## src/rtl/inst_fetch_queue.sv

```systemverilog
// Instruction fetch front end: owns the fetch PC, drives the single-cycle instruction
// SRAM port and buffers {pc, inst} pairs in a DEPTH-entry FIFO drained by decode.
module inst_fetch_queue #(
  parameter int          DEPTH    = 4,
  parameter logic [31:0] RESET_PC = 32'hBFC00000,
  localparam int         CW       = $clog2(DEPTH + 1)
) (
  input  logic          clk,
  input  logic          resetn,
  output logic          inst_sram_en,
  output logic [3:0]    inst_sram_wen,
  output logic [31:0]   inst_sram_addr,
  output logic [31:0]   inst_sram_wdata,
  input  logic [31:0]   inst_sram_rdata,
  input  logic          flush,
  input  logic [31:0]   flush_pc,
  input  logic          deq_ready,
  output logic          deq_valid,
  output logic [31:0]   deq_pc,
  output logic [31:0]   deq_inst,
  output logic [CW-1:0] count
);

  localparam int PW = $clog2(DEPTH);

  logic [31:0]   pc_q;
  logic [31:0]   inflight_pc_q;
  logic          inflight_q;
  logic [31:0]   fifo_pc   [DEPTH];
  logic [31:0]   fifo_inst [DEPTH];
  logic [PW-1:0] head_q;
  logic [PW-1:0] tail_q;
  logic [CW-1:0] count_q;

  logic [CW:0]   occupancy;
  logic          issue;
  logic          enq;
  logic          deq;
  logic          empty;

  // A read is only issued when its response is guaranteed a free slot.
  assign occupancy = {1'b0, count_q} + {{CW{1'b0}}, inflight_q};
  assign issue     = resetn & ~flush & (occupancy < (CW+1)'(DEPTH));
  assign empty     = (count_q == '0);
  assign enq       = inflight_q & ~flush;
  assign deq       = ~empty & deq_ready & ~flush;

  always_ff @(posedge clk or negedge resetn) begin
    if (!resetn) begin
      pc_q          <= RESET_PC;
      inflight_q    <= 1'b0;
      inflight_pc_q <= 32'h0;
      head_q        <= '0;
      tail_q        <= '0;
      count_q       <= '0;
    end else if (flush) begin
      pc_q       <= flush_pc;
      inflight_q <= 1'b0;
      head_q     <= tail_q;
      count_q    <= '0;
    end else begin
      inflight_q <= issue;
      if (issue) begin
        inflight_pc_q <= pc_q;
        pc_q          <= pc_q + 32'd4;
      end
      if (enq) tail_q <= tail_q + PW'(1);
      if (deq) head_q <= head_q + PW'(1);
      case ({enq, deq})
        2'b10:   count_q <= count_q + CW'(1);
        2'b01:   count_q <= count_q - CW'(1);
        default: count_q <= count_q;
      endcase
    end
  end

  // Storage carries no reset; occupancy alone decides what is visible.
  always_ff @(posedge clk) begin
    if (enq) begin
      fifo_pc[tail_q]   <= inflight_pc_q;
      fifo_inst[tail_q] <= inst_sram_rdata;
    end
  end

  assign inst_sram_en    = issue;
  assign inst_sram_wen   = 4'b0000;
  assign inst_sram_addr  = pc_q;
  assign inst_sram_wdata = 32'h0;

  assign deq_valid = ~empty;
  assign deq_pc    = empty ? 32'h0 : fifo_pc[head_q];
  assign deq_inst  = empty ? 32'h0 : fifo_inst[head_q];
  assign count     = count_q;

endmodule

```

## config.mk

```make
export PLATFORM = sky130hd
export DESIGN_NAME = inst_fetch_queue
export DESIGN_NICKNAME = d
export VERILOG_FILES = /design/src/rtl/inst_fetch_queue.sv
export SDC_FILE = /design/constraint.sdc
export NUM_CORES = 1
export LEC_CHECK = 0
export CAP_MARGIN = 20
export CORE_ASPECT_RATIO = 1.2
export CORE_MARGIN = 5
export CORE_UTILIZATION = 32
export CTS_CLUSTER_DIAMETER = 100
export CTS_CLUSTER_SIZE = 10
export DETAILED_ROUTE_END_ITERATION = 12
export SYNTH_ARGS = -nofsm -noshare
export SYNTH_HDL_FRONTEND = slang
export SYNTH_SLANG_ARGS = --single-unit
```

## constraint.sdc

```tcl
create_clock -name clk -period 3.4 [get_ports clk]
set_input_delay 0.51 -clock clk [delete_from_list [all_inputs] [get_ports clk]]
set_output_delay 0.51 -clock clk [all_outputs]
set_load 0.02 [all_outputs]
```

==> qor.yml <==
synthArstFlopShare_pct: 21.95
max_freq_ghz: 0.3102
hold_path.class: "in -> reg"
fin_ws_ns: 0.1762
grt-busiest-layer: "met2"
critical-path-top-delay-family: "buffers and inverters"
clockPowerShare_pct: 26.9
cts_made_buffers: 38
nNetsFinal: 1117
cts_sinks: 328
cp_num_buf_inv: 2
grt_setup_unrepaired: "no"
rows: 82
track_usage_pct: 13.69
fin_total_pwr_mw: 13.39
ctsLongestPathBuffers: 3
finalCritPeriodShare_pct: 94.82
grt_pass1_wl_um: 49610
ys_seq_area_share_pct: 70.42
vias_per_cell: 4.770
slowest_stage: "dfrtp_4"
layout-area-overhead-vs-synth_pct: 26.09
drc_errors: 0
hpwl_um: 20290
grtUsageMet3_pct: 2.765
yosysUniqueCellTypes: 54
worst_pin_slew_ns: 0.9589
via_count: 7684
p_leak_nw: 6.018
crit_required_ns: 2.89
dr.first_iter.drc_count: 352
cap_violations: 0
power.density_nw_per_um2: 786.9
synth-edff-count: 256
cts-root-buf: "clkbuf_16"
p_sw_mw: 4.118
pwr-share-comb_pct: 32.9
cts-htree-levels: 2
cp_cell_sequence: "buf_4 > mux4_2 > and2_1 > clkdlybuf4s50_1"
cts_resized: 0
die_area_um2: 46380
fin_util_pct: 40.74
use_met1_pct: 17.96
grt_antenna_before_repair: 0
p_seq_share_pct: 40.2
diodes: 0
path_max_fanout: 34
ys.flop_type: "edfxtp_1"
design.core.area_um2: 41760
setup_violations: 0
grt_max_degree: 71
wirelength_um: 31610
clk_pin_slew_worst_paths_ns: 0.06
grt_pass1_vias: 8321
multi_input_area_um2: 3652
drive_above_1_share_pct: 15.77
cp_data_arrival_time_ns: 2.71
yosysWarnings: 0
tns_ns: 0
post_drt_wl_per_cell_um: 19.62
worstSetupPathType: "reg -> out"
die_h_um: 234.9
die_x_um: 197.4
internal-power_mw: 9.268
io_buffer_count: 168
seqCellArea_um2: 9508
clk_latency_ns: 0.52
slew_headroom_pct: 36.07
syn_area_um2: 13490
first_pass_iters: 4
initial_core_util_pct: 32.31
p_sw_share_pct: 30.76
finClkSkew_ns: 0.01185
status: "finished, final reports clean"
slew_viol_final: 0
gp_congestion: 0.7847
period_needed_ns: 3.224
ant_nets: 0
cpPeakStageDelay_ns: 0.81
hold_viol_final: 0
synthCells: 843
dp_slack_ns: 0.6382
cp-start-kind: "flop"
grt.overflow.total: 0
grt_use_met2_pct: 23.28
yosys_register_bits: 328
synth.avg_cell_area_um2: 16.00
fillers: 3853
io_pins: 205
cp-end-kind: "output port"
cts_tree: "built"
irDropWorstVdd_v: 0.0003794
cells in the mapped netlist (2+ instances only):
cell / count / area [um2]
nand4_1: 14 / 87.58
a22oi_1: 4 / 30.03
a211o_1: 2 / 17.52
clkbuf_1: 25 / 93.84
edfxtp_1: 256 / 7687
dfstp_2: 9 / 236.5
a221o_1: 6 / 60.06
or3_1: 4 / 25.02
nor2_1: 11 / 41.29
nor3_1: 9 / 45.04
o211ai_1: 8 / 60.06
a32oi_1: 2 / 17.52
and3_1: 6 / 37.54
nor4_1: 5 / 31.28
xor2_1: 4 / 35.03
mux4_2: 64 / 1441
o21ai_0: 17 / 85.08
dfrtp_1: 63 / 1577
ha_1: 5 / 62.56
nor3b_1: 2 / 15.01
o221ai_1: 2 / 17.52
a21o_1: 2 / 15.01
mux2_2: 2 / 22.52
buf_4: 37 / 277.8
and2_1: 70 / 437.9
and4_1: 4 / 35.03
nand3_1: 18 / 90.09
buf_2: 8 / 40.04
buf_1: 7 / 26.28
inv_1: 5 / 18.77
nand2_1: 136 / 510.5
mux2i_1: 2 / 20.02
xnor2_1: 5 / 43.79
a21oi_1: 5 / 25.02
o311ai_0: 5 / 43.79
registers in the layout, indices dropped and copies added (netlist names):
register,flops
tail_q,2
inflight_pc_q,32
fifo_inst,128
head_q,2
inst_sram_addr,32
count,3
inflight_q,1
fifo_pc,128
area by class of cell:
| class | count | share of cell area [%] |
|---|---|---|
| tap | 546 | 4.016 |
| clock inverter | 1 | 0.05149 |
| clock buffer | 61 | 6.282 |
| multi-input combinational | 464 | 21.47 |
| sequential | 328 | 55.90 |
| inverter | 6 | 0.1324 |
| timing repair buffer | 205 | 12.15 |
placed cells by master (no fill, tap or decap), types with 21 or more instances in the layout:
master,count
mux4_2,64
clkdlybuf4s50_1,166
clkbuf_1,21
clkbuf_16,39
dfrtp_1,61
and2_1,66
buf_4,28
conb_1,36
edfxtp_1,256
nand2_1,136
tightest hold or removal path, stage by stage:
cell and delay, ns:
buf_2 0.19, a32oi_1 0.08, nand2_1 0.05
power groups by stage:
stage          logic (mW)  clock network [mW]  registers, mW
5_1_grt              4.78                3.90           5.46
3_3_place_gp         4.34                   0           5.52
3_5_place_dp         4.36                   0           5.55
2_1_floorplan        2.55                   0           5.31
4_1_cts              4.38                3.74           5.47
6_report             4.40                3.60           5.39
through the flow:
stage | hold slack, ns | area, um2 | instances
after floorplan | 0.2144 | 13620 | 878
after global placement | 0.4876 | 15860 | 1541
after detailed placement | 0.4955 | 15860 | 1541
after CTS | 0.3167 | 16950 | 1604
after global routing | 0.3402 | 17010 | 1611
final | 0.3522 | 17010 | 1611
worst paths after layout:
| kind | startpoint | end | slack (ns) | cells after the start |
|---|---|---|---|---|
| worst min-delay path | flush | inst_sram_addr[7] | 0.35 | 3 |
| worst max-delay path | head_q[1] | deq_inst[12] | 0.18 | 4 |
| worst min register to register | inst_sram_addr[1] | inflight_pc_q[1] | 0.50 | 2 |
| max in group asynchronous | resetn | head_q[0] | 1.82 | 3 |
| worst max register to register | count[1] | count[2] | 0.79 | 8 |
| min in group asynchronous | resetn | inst_sram_addr[24] | 0.52 | 2 |
kinds of logic after synthesis:
kind of cell             synth area share (%)
XOR/XNOR                               0.5843
AND/OR/NAND/NOR                         10.65
other                                 0.02780
multiplexers                            11.00
buffers and inverters                   3.599
flip-flops                              70.42
AO/OA/AOI/OAI                           3.107
adder cells (fa/ha/maj)                0.6121
per-layer routing:
metal  up-vias  share of wire, %  wire [um]
met3        40               5.6       1768
met1      3908                43      13540
met2       203                50      15730
met4         0               1.8        572
met5         -                 0          0
li1       3533                 -          -
timing repair:
action | in CTS | in global routing
buffers inserted | 0 | 7
hold buffers | 1 | 0
endpoints found under the hold margin | 2 | 0
endpoints found under the setup margin | 0 | 1
(Power assumes the default switching activity.)
